$ cat src/rtl/ahb_slave_mux.sv
// AHB-Lite single-master interconnect: base/mask address decode, data-phase
// mux, built-in ERROR default slave, stalled-slave watchdog and error log.
module ahb_slave_mux #(
  parameter int NUM_SLAVES     = 5,
  parameter int ADDR_WIDTH     = 32,
  parameter int DATA_WIDTH     = 32,
  parameter logic [NUM_SLAVES*ADDR_WIDTH-1:0] SLV_BASE =
    {32'h8000_1000, 32'h1000_1000, 32'h1000_0000, 32'h0C00_0000, 32'h0200_0000},
  parameter logic [NUM_SLAVES*ADDR_WIDTH-1:0] SLV_MASK =
    {32'hFFFF_F000, 32'hFFFF_F000, 32'hFFFF_F000, 32'hFC00_0000, 32'hFFFF_0000},
  parameter int TIMEOUT_CYCLES = 256
) (
  input  logic                             clk,
  input  logic                             rst,
  input  logic [ADDR_WIDTH-1:0]            CPU_HADDR,
  input  logic [1:0]                       CPU_HTRANS,
  input  logic [NUM_SLAVES*DATA_WIDTH-1:0] S_HRDATA,
  input  logic [NUM_SLAVES-1:0]            S_HREADY,
  input  logic [NUM_SLAVES*2-1:0]          S_HRESP,
  output logic [NUM_SLAVES-1:0]            HSEL,
  output logic [DATA_WIDTH-1:0]            CPU_HRDATA,
  output logic                             CPU_HREADY,
  output logic [1:0]                       CPU_HRESP,
  output logic                             err_pulse,
  output logic [15:0]                      err_count,
  output logic [ADDR_WIDTH-1:0]            err_addr
);

  localparam int DSEL_W = (NUM_SLAVES > 1) ? $clog2(NUM_SLAVES) : 1;
  localparam int WD_W   = (TIMEOUT_CYCLES > 1) ? $clog2(TIMEOUT_CYCLES) : 1;
  localparam logic [WD_W-1:0] WD_LAST =
    (TIMEOUT_CYCLES > 0) ? WD_W'(TIMEOUT_CYCLES - 1) : '0;
  localparam logic [1:0] RESP_OKAY  = 2'b00;
  localparam logic [1:0] RESP_ERROR = 2'b01;

  typedef enum logic [2:0] {
    ST_IDLE,
    ST_SLAVE,
    ST_DEF1,
    ST_DEF2,
    ST_TO1,
    ST_TO2
  } state_t;

  state_t                r_state;
  state_t                w_nextState;
  logic [DSEL_W-1:0]     r_dsel;
  logic [ADDR_WIDTH-1:0] r_haddrDp;
  logic [WD_W-1:0]       r_wdCnt;
  logic [15:0]           r_errCount;
  logic [ADDR_WIDTH-1:0] r_errAddr;

  logic                  w_hit;
  logic [DSEL_W-1:0]     w_hitIdx;
  logic [DATA_WIDTH-1:0] w_slvData;
  logic                  w_slvReady;
  logic [1:0]            w_slvResp;

  // Scanning from the top index down leaves the lowest matching slave as winner.
  always_comb begin
    w_hit    = 1'b0;
    w_hitIdx = '0;
    for (int i = NUM_SLAVES - 1; i >= 0; i--) begin
      if ((CPU_HADDR & SLV_MASK[i*ADDR_WIDTH +: ADDR_WIDTH]) ==
          SLV_BASE[i*ADDR_WIDTH +: ADDR_WIDTH]) begin
        w_hit    = 1'b1;
        w_hitIdx = DSEL_W'(i);
      end
    end
  end

  always_comb begin
    HSEL = '0;
    for (int i = 0; i < NUM_SLAVES; i++) begin
      HSEL[i] = w_hit && (w_hitIdx == DSEL_W'(i));
    end
  end

  always_comb begin
    w_slvData  = '0;
    w_slvReady = 1'b1;
    w_slvResp  = RESP_OKAY;
    for (int i = 0; i < NUM_SLAVES; i++) begin
      if (r_dsel == DSEL_W'(i)) begin
        w_slvData  = S_HRDATA[i*DATA_WIDTH +: DATA_WIDTH];
        w_slvReady = S_HREADY[i];
        w_slvResp  = S_HRESP[i*2 +: 2];
      end
    end
  end

  // Any cycle presenting HREADY high also accepts the next address phase.
  always_comb begin
    w_nextState = r_state;
    CPU_HRDATA  = '0;
    CPU_HREADY  = 1'b1;
    CPU_HRESP   = RESP_OKAY;
    err_pulse   = 1'b0;
    case (r_state)
      ST_IDLE: begin
      end
      ST_SLAVE: begin
        CPU_HRDATA = w_slvData;
        CPU_HREADY = w_slvReady;
        CPU_HRESP  = w_slvResp;
        if (!w_slvReady && (TIMEOUT_CYCLES > 0) && (r_wdCnt == WD_LAST)) begin
          w_nextState = ST_TO1;
        end
      end
      ST_DEF1: begin
        CPU_HREADY  = 1'b0;
        CPU_HRESP   = RESP_ERROR;
        w_nextState = ST_DEF2;
      end
      ST_TO1: begin
        CPU_HREADY  = 1'b0;
        CPU_HRESP   = RESP_ERROR;
        w_nextState = ST_TO2;
      end
      ST_DEF2, ST_TO2: begin
        CPU_HRESP = RESP_ERROR;
        err_pulse = 1'b1;
      end
      default: begin
        w_nextState = ST_IDLE;
      end
    endcase
    if (CPU_HREADY) begin
      if (!CPU_HTRANS[1]) begin
        w_nextState = ST_IDLE;
      end else if (w_hit) begin
        w_nextState = ST_SLAVE;
      end else begin
        w_nextState = ST_DEF1;
      end
    end
  end

  always_ff @(posedge clk) begin
    if (rst) begin
      r_state    <= ST_IDLE;
      r_dsel     <= '0;
      r_haddrDp  <= '0;
      r_wdCnt    <= '0;
      r_errCount <= '0;
      r_errAddr  <= '0;
    end else begin
      r_state <= w_nextState;
      if (CPU_HREADY) begin
        r_dsel    <= w_hitIdx;
        r_haddrDp <= CPU_HADDR;
        r_wdCnt   <= '0;
      end else if ((r_state == ST_SLAVE) && !w_slvReady) begin
        r_wdCnt <= r_wdCnt + WD_W'(1);
      end
      // Only interconnect-generated errors reach here; slave ERRORs never pulse.
      if (err_pulse) begin
        if (r_errCount != 16'hFFFF) begin
          r_errCount <= r_errCount + 16'd1;
        end
        r_errAddr <= r_haddrDp;
      end
    end
  end

  assign err_count = r_errCount;
  assign err_addr  = r_errAddr;

endmodule

$ cat config.mk
export PLATFORM = sky130hd
export DESIGN_NAME = ahb_slave_mux
export DESIGN_NICKNAME = d
export VERILOG_FILES = /design/src/rtl/ahb_slave_mux.sv
export SDC_FILE = /design/constraint.sdc
export NUM_CORES = 1
export LEC_CHECK = 0
export CAP_MARGIN = 30
export CORE_ASPECT_RATIO = 0.5
export CORE_MARGIN = 2
export CORE_UTILIZATION = 35
export CTS_BUF_LIST = sky130_fd_sc_hd__clkbuf_8
export DETAILED_ROUTE_END_ITERATION = 16
export GPL_TIMING_DRIVEN = 0
export PLACE_DENSITY = 0.79
export SLEW_MARGIN = 10
export SYNTH_ARGS = -nofsm -noshare
export SYNTH_HDL_FRONTEND = slang
export SYNTH_SLANG_ARGS = --single-unit
$ cat constraint.sdc
create_clock -name clk -period 2 [get_ports clk]
set_input_delay 0.4 -clock clk [delete_from_list [all_inputs] [get_ports clk]]
set_output_delay 0.4 -clock clk [all_outputs]
set_load 0.02 [all_outputs]
==> results.py <==
metrics = {
    "worst_setup_path": {
        "crit_path_end_kind": "output port",
        "path_class": "flip-flop to output port",
        "rrSetupSlack_ps": -280,
        "max_stage_delay_ps": 430,
        "crit_required_ps": 1600,
        "setup.worst_path.end": "CPU_HRDATA[24]",
        "worst_setup_path_start_kind": "flip-flop",
        "path_common_cell": "buf_4",
        "cp_data_arrival_time_ps": 2140,
        "crit_chain": "nor3b_4 -> buf_4 -> clkbuf_4 -> a22oi_2 -> nor2_1 -> buf_4",
        "worstReg2RegEnd": "r_wdCnt[7]$_SDFFE_PP0P_",
        "ff2ff_path_depth": 7,
        "worstSetupStartpoint": "r_dsel[2]$_SDFFE_PP0P_",
        "cp_max_fo": 10,
        "rr_startpoint": "r_state[1]$_SDFFE_PP0P_",
        "worst_path_max_delay_cell": "dfxtp_2",
    },
    "finish": {
        "final_common_cell": "clkdlybuf4s50_1",
        "final_cells": 1160,
        "syn_to_final_growth_pct": 89.1,
        "fin_nets": 1169,
        "final_layout_size_suffix_gt1_share_pct": 30.2,
        "final_cell_mix": "237 x clkdlybuf4s50_1, 89 x dfxtp_1, 76 x nand2_1",
    },
    "global_route": {
        "grt_pass1_wl_mm": 34.0,
        "grt_util_all_layers_pct": 28.6,
        "grt.overflow.total": 0,
        "grt_pass1_vias": 6214,
        "grt_max_degree": 18,
        "antenna_found_initial": 1,
    },
    "routing": {
        "postRouteWirelength_mm": 25.4,
        "met3_length_mm": 2.31,
        "first_pass_iters": 6,
        "dr.max_layer_used": "met4",
        "m1WireLength_mm": 9.89,
        "wl_met2_mm": 11.8,
        "drt-vias-per-instance": 5.78,
        "dr_total_vias": 6706,
        "drc": 0,
        "final_antenna_net_count": 0,
        "drtIter0Drc": 674,
        "wl_per_cell_um": 21.9,
    },
    "sta": {
        "setup_viol": 78,
        "rsz0062_at_grt": "yes",
        "skew_ps": 18.5,
        "final-hold-violation-count": 0,
        "whs_ps": 271,
        "finalCriticalPeriod_ps": 2540,
        "drv_slew": 0,
        "fin_ws_ps": -539,
        "finalCritPeriodShare_pct": 127,
        "slew-limit-headroom_pct": 56.3,
        "clock.fmax_mhz": 394,
        "tightestPinTransition_ps": 655,
    },
    "power_and_ir_drop": {
        "leakage_uw": 0.00353,
        "clockPowerShare_pct": 22.6,
        "power_density_nw_per_um2": 580,
        "seq_power_share_pct": 37.3,
        "p_sw_share_pct": 33.9,
        "intPower_uw": 3670,
        "ir_drop_mv": 0.397,
        "power_switching_uw": 1880,
        "power_frac_comb_pct": 40.1,
    },
    "synthesis": {
        "synth_area_um2": 5060,
        "synth-seq-area-share_pct": 37.2,
        "syn_inst": 603,
        "syn_nets": 816,
        "avgSynthCellArea_um2": 8.40,
        "synthFlopType": "dfxtp_1",
        "ys_seq_elements": 94,
        "synth_edf_count": 0,
        "synth.distinct_cells": 39,
        "async_flop_share_pct": 0,
        "synth.yosys.warnings": 0,
    },
    "floorplan": {
        "core_um2": 14300,
        "fp.dieArea_um2": 15500,
        "die_h_um": 89.1,
        "num_rows": 31,
        "io_pins": 300,
        "start_util_pct": 35.4,
        "die_x_um": 174,
    },
    "cts": {
        "cts_hold_buf": 0,
        "ctsHtreeMaxLevel": 3,
        "cts_buffer_depth": 2,
        "root_buffer": "clkbuf_8",
        "cts_sinks": 94,
        "numCtsBuffers": 9,
        "cts_tree": "yes",
        "path_clk_slew_ps": 110,
        "clk_latency_ps": 390,
    },
    "place": {
        "gp_congestion": 0.993,
        "dp_hpwl_mm": 16.9,
        "place_inst": 1099,
        "portBuffers": 298,
    },
    "hold_path": {
        "hp-class": "primary input to flip-flop",
    },
    "status": {
        "status": "complete, but fails checks",
        "violations": "setup timing",
    },
    "job": {
        "cap_violations": 0,
    },
}
==> power by group through the flow <==
stage / logic, uW / clock network (uW) / registers, uW
2_1_floorplan: 851 / 0 / 2100
6_report: 2230 / 1250 / 2070
3_3_place_gp: 1660 / 0 / 2100
3_5_place_dp: 1690 / 0 / 2100
4_1_cts: 1930 / 1240 / 2060
5_1_grt: 2350 / 1320 / 2080
==> worst min-delay path by stage <==
stage	startpoint	to	cells after the start
finish	CPU_HADDR[20]	r_haddrDp[20]$_SDFFE_PP0P_	3
global route	CPU_HADDR[20]	r_haddrDp[20]$_SDFFE_PP0P_	3
CTS	CPU_HADDR[20]	r_haddrDp[20]$_SDFFE_PP0P_	3
detailed placement	r_haddrDp[17]$_SDFFE_PP0P_	err_addr[17]$_SDFFE_PP0P_	2
global placement	r_haddrDp[5]$_SDFFE_PP0P_	err_addr[5]$_SDFFE_PP0P_	2
floorplan	r_haddrDp[0]$_SDFFE_PP0P_	err_addr[0]$_SDFFE_PP0P_	2
==> metrics by stage <==
stage               worst slack [ps]  setup TNS (ps)  util [%]  power [uW]  instance area [um2]
finish                          -539          -19820      66.9        5550                 9580
global route                    -543          -22240      66.9        5740                 9580
CTS                             -443          -18830      63.2        5240                 9050
detailed placement             -1090          -52220      58.1        3790                 8320
global placement               -1060          -48890      58.1        3750                 8320
floorplan                      -22.2            -494         -        2950                 5090
==> worst max-delay path: cells and delay by family, from the launching register on <==
kind,cells,cell delay (ps)
buffers and inverters,3,610
flip-flops,1,430
AND/OR/NAND/NOR,2,580
AO/OA/AOI/OAI,1,110
==> metal layers <==
metal / track usage (%) / vias up
met5: 0 / -
met4: 10.5 / 0
met3: 8.04 / 117
met2: 49.3 / 413
met1: 35.0 / 3268
li1: - / 2908
==> sequential cells by signal (all words and copies together) (netlist names) <==
name	flops
err_count	16
err_addr	32
r_state	3
r_dsel	3
r_haddrDp	32
r_wdCnt	8
==> synth_stat cells (all sizes together) (2+ instances only) <==
cell type	n	share of area [%]
dfxtp	94	37
buf	13	1.2
o31ai	3	0.44
a21oi	81	8.0
a22oi	35	5.2
mux4	34	15
clkbuf	37	2.7
nor4b	2	0.35
and2	2	0.25
nor3b	6	0.89
xnor2	15	2.6
or3	4	0.49
nand3	47	4.6
nand4	5	0.62
nor4	8	0.99
nor2b	2	0.25
o21ai	39	3.9
a21o	3	0.44
and4	2	0.35
and3	2	0.25
or4	3	0.44
nor2	57	4.2
inv	8	0.59
ha	2	0.49
nor3	9	0.89
nand2	79	5.9
==> repair_timing <==
item | 4_1_cts | 5_1_grt
gates cloned | 3 | 4
setup endpoints to repair | 114 | 96
resized for setup | 326 | 129
pin swaps | 30 | 34
buffers inserted | 31 | 11
endpoints found under the hold margin | 0 | 0
==> final cells by class <==
class | instances | area (um2)
Antenna cell | 1 | 2.50
Tap cell | 198 | 248
Timing Repair Buffer | 345 | 3300
Sequential cell | 94 | 1900
Inverter | 9 | 36.3
Clock inverter | 6 | 52.6
Buffer | 46 | 365
Multi-Input combinational cell | 451 | 3540
Clock buffer | 10 | 138
Fill cell | 1048 | 4730
==> cell families (layout without fill, tap and decap cells) <==
family | after synthesis | count (layout) | synth area share (%)
XOR/XNOR | 16 | 16 | 2.77
adder cells (fa/ha/maj) | 2 | 2 | 0.494
AND/OR/NAND/NOR | 231 | 232 | 20.9
flip-flops | 94 | 94 | 37.2
other | 0 | 1 | 0
AO/OA/AOI/OAI | 166 | 166 | 18.7
buffers and inverters | 59 | 416 | 4.59
multiplexers | 35 | 35 | 15.3
(Power assumes the default switching activity.)
